[config.mk]
export PLATFORM = sky130hd
export DESIGN_NAME = vga_rx_monitor
export DESIGN_NICKNAME = d
export VERILOG_FILES = /design/src/rtl/vga_rx_monitor.sv
export SDC_FILE = /design/constraint.sdc
export NUM_CORES = 1
export LEC_CHECK = 0
export BUFFER_PORTS_ARGS = -buffer_cell sky130_fd_sc_hd__buf_4
export CAP_MARGIN = 20
export CORE_MARGIN = 5
export CORE_UTILIZATION = 53
export DETAILED_ROUTE_END_ITERATION = 12
export GPL_TIMING_DRIVEN = 0
export PLACE_DENSITY_LB_ADDON = 0.25
export SYNTH_ARGS = -nofsm -noshare
export SYNTH_HDL_FRONTEND = slang
export SYNTH_SLANG_ARGS = --single-unit
[constraint.sdc]
create_clock -name clk -period 4.4 [get_ports clk]
set_input_delay 0.22 -clock clk [delete_from_list [all_inputs] [get_ports clk]]
set_output_delay 0.22 -clock clk [all_outputs]
set_load 0.1 [all_outputs]
[src/rtl/vga_rx_monitor.sv]
// vga_rx_monitor: recovers pixel timing from a TinyVGA PMOD byte stream, checks sync timing
// and reports the bounding box of lit pixels in the last complete locked frame.
module vga_rx_monitor #(
  parameter int H_TOTAL  = 800,
  parameter int V_TOTAL  = 525,
  parameter int H_START  = 144,
  parameter int V_START  = 35,
  parameter int H_ACTIVE = 640,
  parameter int V_ACTIVE = 480
) (
  input  logic       clk,
  input  logic       reset,
  input  logic [7:0] vga_in,
  output logic       locked,
  output logic       pix_valid,
  output logic [9:0] pix_x,
  output logic [9:0] pix_y,
  output logic [5:0] pix_rgb,
  output logic [9:0] bb_min_x,
  output logic [9:0] bb_max_x,
  output logic [9:0] bb_min_y,
  output logic [9:0] bb_max_y,
  output logic       bb_empty,
  output logic       frame_done,
  output logic [7:0] err_count
);
  typedef enum logic [1:0] {SEARCH, ALIGN, LOCKED} state_t;
  state_t state, state_nxt;
  logic [7:0] s;
  logic hs_prev, vs_prev, hs_fall, vs_fall, hs_seen;
  logic [9:0] h_cnt, v_cnt, h_nxt, v_nxt, x, y;
  logic [5:0] rgb;
  logic active, lit, line_err, frame_err, tmo_err, err, upd;
  logic [9:0] run_min_x, run_max_x, run_min_y, run_max_y;
  logic run_lit;
  assign hs_fall = hs_prev & ~s[7];
  assign vs_fall = vs_prev & ~s[3];
  assign rgb = {s[0], s[4], s[1], s[5], s[2], s[6]};
  assign locked = state == LOCKED;
  // h_nxt/v_nxt are the coordinates of the sample now in stage S; the hsync-fall sample is column 0
  always_comb begin
    h_nxt = hs_fall ? 10'd0 : (h_cnt == 10'h3ff ? h_cnt : h_cnt + 10'd1);
    v_nxt = vs_fall ? {9'd0, hs_fall} : hs_fall ? (v_cnt == 10'h3ff ? v_cnt : v_cnt + 10'd1) : v_cnt;
    x = h_nxt - 10'(H_START);
    y = v_nxt - 10'(V_START);
    active = x < 10'(H_ACTIVE) && y < 10'(V_ACTIVE);
    lit = active && rgb != 6'd0 && state == LOCKED;
    line_err = hs_fall && hs_seen && ({1'b0, h_cnt} + 11'd1 != 11'(H_TOTAL));
    frame_err = vs_fall && v_cnt != 10'(V_TOTAL);
    tmo_err = !hs_fall && h_cnt == 10'(H_TOTAL + 16);
    err = line_err || frame_err || tmo_err;
    upd = vs_fall && state == LOCKED && !err;
    state_nxt = state == SEARCH ? (vs_fall ? ALIGN : SEARCH) : err ? SEARCH : vs_fall ? LOCKED : state;
  end
  always_ff @(posedge clk or posedge reset) begin
    if (reset) begin
      state <= SEARCH;
      s <= 8'h88;
      hs_prev <= 1'b1;
      vs_prev <= 1'b1;
      hs_seen <= 1'b0;
      h_cnt <= '0;
      v_cnt <= '0;
      err_count <= '0;
      pix_valid <= 1'b0;
      pix_x <= '0;
      pix_y <= '0;
      pix_rgb <= '0;
      bb_min_x <= '0;
      bb_max_x <= '0;
      bb_min_y <= '0;
      bb_max_y <= '0;
      bb_empty <= 1'b1;
      frame_done <= 1'b0;
      run_min_x <= 10'h3ff;
      run_max_x <= '0;
      run_min_y <= 10'h3ff;
      run_max_y <= '0;
      run_lit <= 1'b0;
    end else begin
      state <= state_nxt;
      s <= vga_in;
      hs_prev <= s[7];
      vs_prev <= s[3];
      hs_seen <= (state != SEARCH && state_nxt == SEARCH) ? 1'b0 : hs_seen | hs_fall;
      h_cnt <= h_nxt;
      v_cnt <= v_nxt;
      if (state != SEARCH && err && err_count != 8'hff) err_count <= err_count + 8'd1;
      pix_valid <= active && state == LOCKED;
      pix_x <= x;
      pix_y <= y;
      pix_rgb <= rgb;
      frame_done <= upd;
      if (upd) begin
        bb_min_x <= run_min_x;
        bb_max_x <= run_max_x;
        bb_min_y <= run_min_y;
        bb_max_y <= run_max_y;
        bb_empty <= !run_lit;
      end
      if (vs_fall) begin
        run_min_x <= 10'h3ff;
        run_max_x <= '0;
        run_min_y <= 10'h3ff;
        run_max_y <= '0;
        run_lit <= 1'b0;
      end else if (lit) begin
        run_min_x <= x < run_min_x ? x : run_min_x;
        run_max_x <= x > run_max_x ? x : run_max_x;
        run_min_y <= y < run_min_y ? y : run_min_y;
        run_max_y <= y > run_max_y ? y : run_max_y;
        run_lit <= 1'b1;
      end
    end
  end
endmodule

Yosys cells after proc, flatten, opt, wreduce, memory -nomap -nowiden
Index checks and enable logic that the tools add are counted.
{"block": "classes", "add_sub_neg": 6, "bitwise": 5, "reduce_logical": 31, "mux": 24, "magnitude_cmp": 6, "n_eq_ne": 7}
{"cell": "$mux W10", "n": 17}
{"cell": "$eq A10 B10 Y1 const B", "n": 3}
{"cell": "$add A10 B1 Y10 const B", "n": 2}
{"cell": "$gt A10 B10 Y1", "n": 2}
{"cell": "$lt A10 B10 Y1", "n": 2}
{"cell": "$logic_and A1 B1 Y1", "n": 13}
{"cell": "$reduce_bool A2 Y1", "n": 6}
{"cell": "$add A10 B1 Y11 const B", "n": 1}
{"cell": "$ne A11 B10 Y1 const B", "n": 1}
{"cell": "$lt A10 B10 Y1 const B", "n": 1}
{"cell": "$lt A10 B9 Y1 const B", "n": 1}
{"cell": "$ne A10 B10 Y1 const B", "n": 1}
{"cell": "$sub A10 B6 Y10 const B", "n": 1}
{"cell": "$sub A10 B8 Y10 const B", "n": 1}
{"cell": "$add A8 B1 Y8 const B", "n": 1}
{"cell": "$ne A8 B8 Y1 const B", "n": 1}
{"cell": "$reduce_and A2 Y1", "n": 4}
{"cell": "$mux W2", "n": 3}
{"cell": "$reduce_bool A6 Y1", "n": 1}
{"cell": "$logic_not A2 Y1", "n": 2}
{"cell": "$mux W1", "n": 4}
{"cell": "$logic_not A1 Y1", "n": 3}
{"cell": "$and A1 B1 Y1", "n": 2}
{"cell": "$eq A2 B2 Y1 const B", "n": 1}
{"cell": "3 further kinds", "n": 5}
{"block": "word_totals", "output_inout_bits": 78, "regBits": 151, "elab_cells": 102, "inputBits": 10}

Depth between registers and ports, before layout
Gate-level depths: netlist (run 1).
{"block": "logic_depth", "word_depth": 11, "depth_mapped": 19, "mapped_depth_nobuf": 18}

Worst setup path after synthesis (run 1)
Ideal clock, no wire load.
{"block": "synth_path", "kind": "flip-flop to flip-flop", "start": "register v_cnt[0]", "end": "register run_min_y[9]", "arrival_time_ps": 3879, "setup_time_ps": 77, "setup_slack_ps": 445, "stages_incl_launch_ff": 19, "period_less_slack_ps": 3955, "n_path_buf": 0, "path_cell_list": "dfrtp_1 > ha_1 > and4_2 > a31oi_1 > a31oi_1 > and2_1 > ha_1 > o31a_1 > nor3_1 > xnor2_1 > inv_1 > ha_1 > a21oi_1 > o21ai_0 > nor3_1 > o31ai_1 > a31oi_4 > nand2_2 > a21o_1"}
{"block": "synth_between", "elab_chain_cells": 11, "elab_cells_between_ends": 17}
{"element": "start: declaration", "line_no": "31", "source": "logic [9:0] h_cnt, v_cnt, h_nxt, v_nxt, x, y;"}
{"element": "start signal: assignment", "line_no": "87", "source": "v_cnt <= v_nxt;"}
{"element": "$add A10 B1 Y10 or $eq A10 B10 Y1 (tied branches)", "line_no": "43", "source": "v_nxt = vs_fall ? {9'd0, hs_fall} : hs_fall ? (v_cnt == 10'h3ff ? v_cnt : v_cnt + 10'd1) : v_cnt;"}
{"element": "$mux W10", "line_no": "43"}
{"element": "$mux W10 (*) (2 in a row)", "line_no": "43"}
{"element": "named net v_nxt[0]", "line_no": "31"}
{"element": "$sub A10 B6 Y10 (*)", "line_no": "45", "source": "y = v_nxt - 10'(V_START);"}
{"element": "named net y[8]", "line_no": "31"}
{"element": "$lt A10 B9 Y1", "line_no": "46", "source": "active = x < 10'(H_ACTIVE) && y < 10'(V_ACTIVE);"}
{"element": "$logic_and A1 B1 Y1", "line_no": "46"}
{"element": "$logic_and A1 B1 Y1 (2 in a row)", "line_no": "47", "source": "lit = active && rgb != 6'd0 && state == LOCKED;"}
{"element": "$reduce_bool A2 Y1 (no line)"}
{"element": "$reduce_and A2 Y1 (no line) (*)"}
{"element": "end signal: assignment", "line_no": "110", "source": "run_min_y <= y < run_min_y ? y : run_min_y;"}
{"element": "end: declaration", "line_no": "34", "source": "logic [9:0] run_min_x, run_max_x, run_min_y, run_max_y;"}
The timed path passes the listed nets; every way through them passes the cells marked *. The select of a mux whose other input is x is not followed.
A chain may end at the register's enable or synchronous reset.

Worst setup path in the final report (run 1)
{"block": "layout_path", "start": "register v_cnt[0]", "end": "register run_max_y[6]"}
{"block": "layout_between", "elab_chain_cells": 11, "elab_cells_between_ends": 17}
{"element": "$add A10 B1 Y10 or $eq A10 B10 Y1 (tied branches)", "line_no": "43"}
{"element": "$mux W10", "line_no": "43"}
{"element": "$mux W10 (*) (2 in a row)", "line_no": "43"}
{"element": "named net v_nxt[0]", "line_no": "31"}
{"element": "$sub A10 B6 Y10 (*)", "line_no": "45"}
{"element": "named net y[8]", "line_no": "31"}
{"element": "$lt A10 B9 Y1", "line_no": "46"}
{"element": "$logic_and A1 B1 Y1", "line_no": "46"}
{"element": "$logic_and A1 B1 Y1 (2 in a row)", "line_no": "47"}
{"element": "$reduce_bool A2 Y1 (no line)"}
{"element": "$reduce_and A2 Y1 (no line) (*)"}
{"element": "end signal: assignment", "line_no": "111", "source": "run_max_y <= y > run_max_y ? y : run_max_y;"}
{"element": "end: declaration", "line_no": "34"}
Marks and branches as above.

==> flow_summary.ini, run 1 <==
[cts]
clk_pin_slew_ns = 0.06
cts_made_buffers = 17
cts_sinks = 147
cts_tree = yes
htree_levels = 4
clk_latency_ns = 0.43
cts-root-buf = clkbuf_16
cts_max_path_buffers = 2

[global_route]
busiest_layer = met2
grt.overflow.total = 0
grt_util_all_layers_pct = 22.2
grt_use_met3_pct = 5.17
grt_pass1_wl_um = 28800
use_met2_pct = 36.9
grt_pass1_vias = 5682
grtUsageMet1_pct = 28.4
grt_antenna_before_repair = 0
grt_start_max_net_pins = 96

[pwr]
ir_drop_mv = 0.274
power.density_nw_per_um2 = 432
leakage_nw = 4.71

[timing]
period_share_pct = 96.1
fin_ws_ns = 0.171
worst_pin_slew_ns = 0.688
finalClockSkew_ns = 0.00905
period_needed_ns = 4.23
finalSetupViolCount = 0
hold_viol_final = 0
fmax_ghz = 0.236
maxSlewViolCount = 0
slew_headroom_pct = 53.8

[critical_path]
setup.worst_path.class = register to register
crit_path_end_kind = register
crit_path_start_kind = register
cp_max_fo = 8
worstPathArrival_ns = 4.53
slowest_stage = dfrtp_2
critPathBufInv = 1
path_cells = ha_2 -> and4_2 -> a31oi_4 -> a31oi_2 -> and2_4 -> ha_2 -> o31a_1 -> nor3_4 -> xnor2_2 -> inv_2 -> ha_1 -> nand2_1 -> nor2_1 -> a41oi_1 -> o21ai_1 -> a31oi_2 -> nand3_4 -> mux2i_2
worst_ep_required_time_ns = 4.70
critPathMaxStageDelay_ns = 0.45
critPathTopFamily = compound AO/OA/AOI/OAI gates
r2r_slack_ns = 0.17

[synth]
synth_area_um2 = 7410
ys_ff_latch = 147
synth_top_area_cell = dfrtp_1
syn-num-nets = 716
syn_inst = 662
async_flop_share_pct = 100
yosys_warnings = 0
synth.distinct_cells = 62
synth-main-ff-cell = dfrtp_1
synth.avg_cell_area_um2 = 11.2
synth_edf_count = 0
yosysTopAreaCellShare_pct = 41.2
seq_area_frac_synth_pct = 50.1
synthTopCellsByArea = dfrtp_1 (41%), dfstp_2 (8.9%), ha_1 (7.4%), mux2i_1 (5.5%), mux2_2 (5.5%)

[layout]
final_cell_mix = dfrtp_1 (119), buf_4 (100), inv_1 (69)
utilization_pct = 66.6
layout.cells.non_filler = 977
syn2layout_area_growth_pct = 23.9
layout_commonest_cell = dfrtp_1
n_antenna_cell = 0
fin_area_um2 = 9180
nets = 838
drive_gt1_share_pct = 31.5

[die]
die_w_um = 128
initial_utilization_pct = 53.8
dieArea_um2 = 16400
placementRows = 43
ioPinCount = 88
coreArea_um2 = 13800
die_height_um = 128

[status]
status = complete, no violations

[detailed_routing]
viasPerCell = 5.61
num_vias = 5481
drt-initial-drc-count = 286
drc = 0
ant_nets = 0
drt_first_pass_iters = 5
wl_um = 17300
wl_per_cell_um = 17.8

[place]
place_area_um2 = 8320
pre_cts_slack_ns = -0.261
hpwl_um = 12500
gp_congestion = 0.901
placed_cells = 930
portBuffers = 87

[flow_run]
cap_violations = 0

[hold_path]
min_path_type = register to register
-- worst paths after layout --
path	from	end	depth (start not counted)
max	v_cnt[0]$_DFF_PP0_	run_max_y[6]$_DFFE_PP0P_	18
max reg2reg	v_cnt[0]$_DFF_PP0_	run_max_y[6]$_DFFE_PP0P_	18
max in group asynchronous	reset	run_min_x[1]$_DFFE_PP1P_	4
min	s[7]$_DFF_PP1_	hs_prev$_DFF_PP1_	0
min reg2reg	s[7]$_DFF_PP1_	hs_prev$_DFF_PP1_	0
min in group asynchronous	reset	v_cnt[1]$_DFF_PP0_	3
-- cell usage after synthesis (3+ instances only) --
cell type,n
dfrtp_1,122
inv_1,72
ha_1,44
mux2i_1,41
nand2_1,41
nor2_1,37
mux2_2,36
dfstp_2,25
a21oi_1,19
nor3_1,15
nand4_1,14
xnor2_1,14
o21ai_0,13
nand3_1,12
and3_1,11
a21o_1,8
clkbuf_1,8
a41oi_1,7
and2_1,7
buf_2,7
a31oi_1,6
mux2_1,6
buf_4,5
nand2b_1,5
nor4_1,5
o21a_1,5
o31ai_1,5
or3_1,5
a211oi_1,4
nor2b_1,4
o211ai_1,4
xor2_1,4
a211o_1,3
a211oi_2,3
buf_6,3
nand4_2,3
o31a_1,3
-- through the flow --
step	power [mW]	hold slack, ns	TNS [ns]
floorplan	2.24	0.224	0
global placement	2.45	0.330	-145.19
detailed placement	2.47	0.293	-3.72
CTS	3.97	0.373	0
global route	4.12	0.379	-0.0232
finish	3.96	0.372	0
-- sequential cells by signal (all words and copies together) (netlist names), 10 cells and up --
| name | flops |
|---|---|
| bb_min_x | 10 |
| v_cnt | 10 |
| run_max_y | 10 |
| run_min_y | 10 |
| run_max_x | 10 |
| bb_max_y | 10 |
| h_cnt | 10 |
| pix_y | 10 |
| bb_max_x | 10 |
| run_min_x | 10 |
| bb_min_y | 10 |
-- kinds of logic after synthesis --
logic type,after synthesis,share of synthesized area [%]
AOI/OAI and AO/OA,94,9.80
xor gates and xnor gates,18,2.13
adders and majority gates,44,7.43
buffers and inverters,97,5.59
DFF,147,50.1
muxes,83,11.9
and+or+nand+nor,179,13.1
-- layer usage --
layer / up-vias / part of all wire [%] / routed length [um]
met2: 164 / 50 / 8660
met4: 0 / 2.3 / 396
met3: 34 / 4.7 / 822
met1: 2723 / 43 / 7460
met5: - / 0 / 0
li1: 2560 / - / -
-- area by class of cell --
type                            instances  area [um^2]
Fill cell                            1066         4600
Multi-Input combinational cell        418         3380
Sequential cell                       147         3710
Tap cell                              180          225
Buffer                                 21          134
Inverter                               74          283
Clock inverter                          9          129
Timing Repair Buffer                  105          831
Clock buffer                           23          478
-- power breakdown --
group / switching (mW) / internal [mW]
registers: 0.0868 / 1.44
logic: 0.696 / 0.259
clock network: 0.553 / 0.934
total: 1.34 / 2.63
-- what timing repair did --
| item | in CTS | in global routing |
|---|---|---|
| hold endpoints to repair | 51 | 0 |
| hold buffers | 9 | 0 |
| pin swaps | 2 | 3 |
| resized for setup | 11 | 18 |
| endpoints found under the setup margin | 19 | 29 |
| buffers inserted | 3 | 5 |
(Power assumes the default switching activity.)
==> run 2: changes to the inputs <==
==> constraint.sdc (replaced) <==
create_clock -name clk -period 3.6 [get_ports clk]
set_input_delay 0.18 -clock clk [delete_from_list [all_inputs] [get_ports clk]]
set_output_delay 0.18 -clock clk [all_outputs]
set_load 0.1 [all_outputs]
==> run 2 against run 1 <==
  * The run now ends with negative setup slack left
  * Worst hold slack better by 0.0024 ns
  * Worst setup slack worse by 0.39 ns
  * Sequential power is 22% higher
  * Final cell count is 4.3% higher
  * Register-to-register slack worse by 0.39 ns
  * Clock-buffer cell count stayed put
  * Core utilization is 5.7 points higher
  * Sequential share of layout area is 3.2 points lower
  * Clock skew is 0.0013 ns higher
  * Clock power is 26% higher
  * Sequential cell count stayed put
  * Total power is 26% higher
  * Largest power group is now clock
==> flow_summary.ini, run 2 (synthesized netlist as in run 1, its figures left out) <==
[cts]
cts_tree = yes
cts_max_path_buffers = 2
cts_made_buffers = 17
htree_levels = 4
cts-root-buf = clkbuf_16
cts_sinks = 147
clk_latency_ns = 0.43
clk_pin_slew_ns = 0.06

[detailed_routing]
drt_first_pass_iters = 5
wl_met1_um = 8150
drt-initial-drc-count = 307
drc = 0
ant_nets = 0
wl_met3_um = 822
num_vias = 5734
wl_per_cell_um = 19.0
dr.max_layer_used = met4
wl_um = 19300
viasPerCell = 5.63
dr_wl_met2_um = 9880

[place]
gp_congestion = 0.864
portBuffers = 87
hpwl_um = 12400

[die]
die_w_um = 128
placementRows = 43
coreArea_um2 = 13800
ioPinCount = 88
die_height_um = 128
dieArea_um2 = 16400
initial_utilization_pct = 53.8

[status]
violations = negative setup slack
status = finished with violations

[timing]
hold_viol_final = 0
rsz0062_at_grt = yes
slew_headroom_pct = 45.8
fin_setup_tns_ns = -4.32
worst_pin_slew_ns = 0.807
period_needed_ns = 3.82
fin_ws_ns = -0.215
finalSetupViolCount = 29
period_share_pct = 106
finalClockSkew_ns = 0.0104
fmax_ghz = 0.262
maxSlewViolCount = 0

[critical_path]
crit_path_end_kind = register
path_cells = ha_4 -> and4_4 -> a31oi_4 -> a31oi_4 -> and2_4 -> ha_4 -> o31a_1 -> buf_4 -> xnor2_4 -> ha_1 -> o2111ai_2 -> nor2_1 -> nor3_2 -> o31ai_2 -> a31oi_4 -> nand2_4 -> mux2i_1
worstPathArrival_ns = 4.16
r2r_slack_ns = -0.22
critPathMaxStageDelay_ns = 0.44
setup.worst_path.class = register to register
cp_common_cell = a31oi_4
slowest_stage = dfrtp_2
worst_ep_required_time_ns = 3.94
crit_path_start_kind = register
cp_max_fo = 6

[global_route]
grt.overflow.total = 0
grt_start_max_net_pins = 44
grt_pass1_wl_um = 30200
grt_antenna_before_repair = 0
grt_util_all_layers_pct = 23.6
grt_pass1_vias = 5838

[layout]
fillers = 934
layout_commonest_cell = buf_4
utilization_pct = 72.4
syn2layout_area_growth_pct = 34.5
n_antenna_cell = 0
nets = 880
drive_gt1_share_pct = 40.8
final_cell_mix = buf_4 (137), dfrtp_1 (116), inv_1 (65)

[flow_run]
cap_violations = 0

[pwr]
ir_drop_mv = 0.561
power.density_nw_per_um2 = 502
leakage_nw = 5.04

[hold_path]
min_path_type = register to register
[run 2: cell count changes in the layout (fill, tap and decap cells not counted), sizes merged]
cell      change
buf          +44
bufinv        +1
clkbuf        -2
clkinv        -1
clkinvlp      +1
inv           -1
[run 2: routing by layer]
metal	track usage [%]	up-vias
met5	0	-
met4	8.36	0
met3	5.08	50
met2	40.1	160
met1	29.8	2869
li1	-	2655
[run 2: path summary, 6_finish.rpt]
check,start,to,cells after the start
worst max-delay path,v_cnt[1]$_DFF_PP0_,run_min_y[2]$_DFFE_PP1P_,17
worst min-delay path,s[1]$_DFF_PP0_,pix_rgb[3]$_DFF_PP0_,0
worst max register to register,v_cnt[1]$_DFF_PP0_,run_min_y[2]$_DFFE_PP1P_,17
worst min register to register,s[1]$_DFF_PP0_,pix_rgb[3]$_DFF_PP0_,0
max in group asynchronous,reset,run_min_x[3]$_DFFE_PP1P_,5
min in group asynchronous,reset,pix_rgb[3]$_DFF_PP0_,3
[run 2: metrics by stage]
step	instances	cell area [um^2]	setup slack, ns	power (mW)	hold slack [ns]
after global placement	929	8370	-0.644	3.00	0.290
after floorplan	662	7490	-0.0123	2.75	0.184
after detailed placement	932	8430	-0.710	3.03	0.287
final	1019	9970	-0.215	5.00	0.375
after CTS	1002	9700	-0.179	4.99	0.373
after global routing	1019	9970	-0.426	5.21	0.387
[run 2: critical path: cells and delay by family, from the launching register on]
family / cells / cell delay (ns)
flip-flops: 1 / 0.44
buffers and inverters: 1 / 0.17
XOR/XNOR: 1 / 0.18
AND/OR/NAND/NOR: 5 / 0.81
AO/OA/AOI/OAI: 6 / 1.31
adder cells (fa/ha/maj): 3 / 0.62
multiplexers: 1 / 0.20
[run 2: cell type report]
cell class / instances / area (um^2) / share of cell area, %
clock buffers: 23 / 468 / 4.69
flip-flops and latches: 147 / 3720 / 37.3
multi-input cells: 418 / 3760 / 37.7
inverters: 74 / 284 / 2.85
plain buffers: 20 / 140 / 1.41
well taps: 180 / 225 / 2.26
repair buffers: 148 / 1220 / 12.2
clock inverters: 9 / 154 / 1.54
[run 2: timing repair]
item	in CTS	in global routing
setup buffers	29	17
pin swaps	43	16
hold buffers	9	0
hold endpoints to repair	31	0
gates resized for setup	72	33
cloned	2	1
setup endpoints to repair	39	39
[run 2: power by group]
part / switching, mW / internal (mW)
clock network: 0.675 / 1.19
logic: 0.894 / 0.383
registers: 0.102 / 1.76
total: 1.67 / 3.33
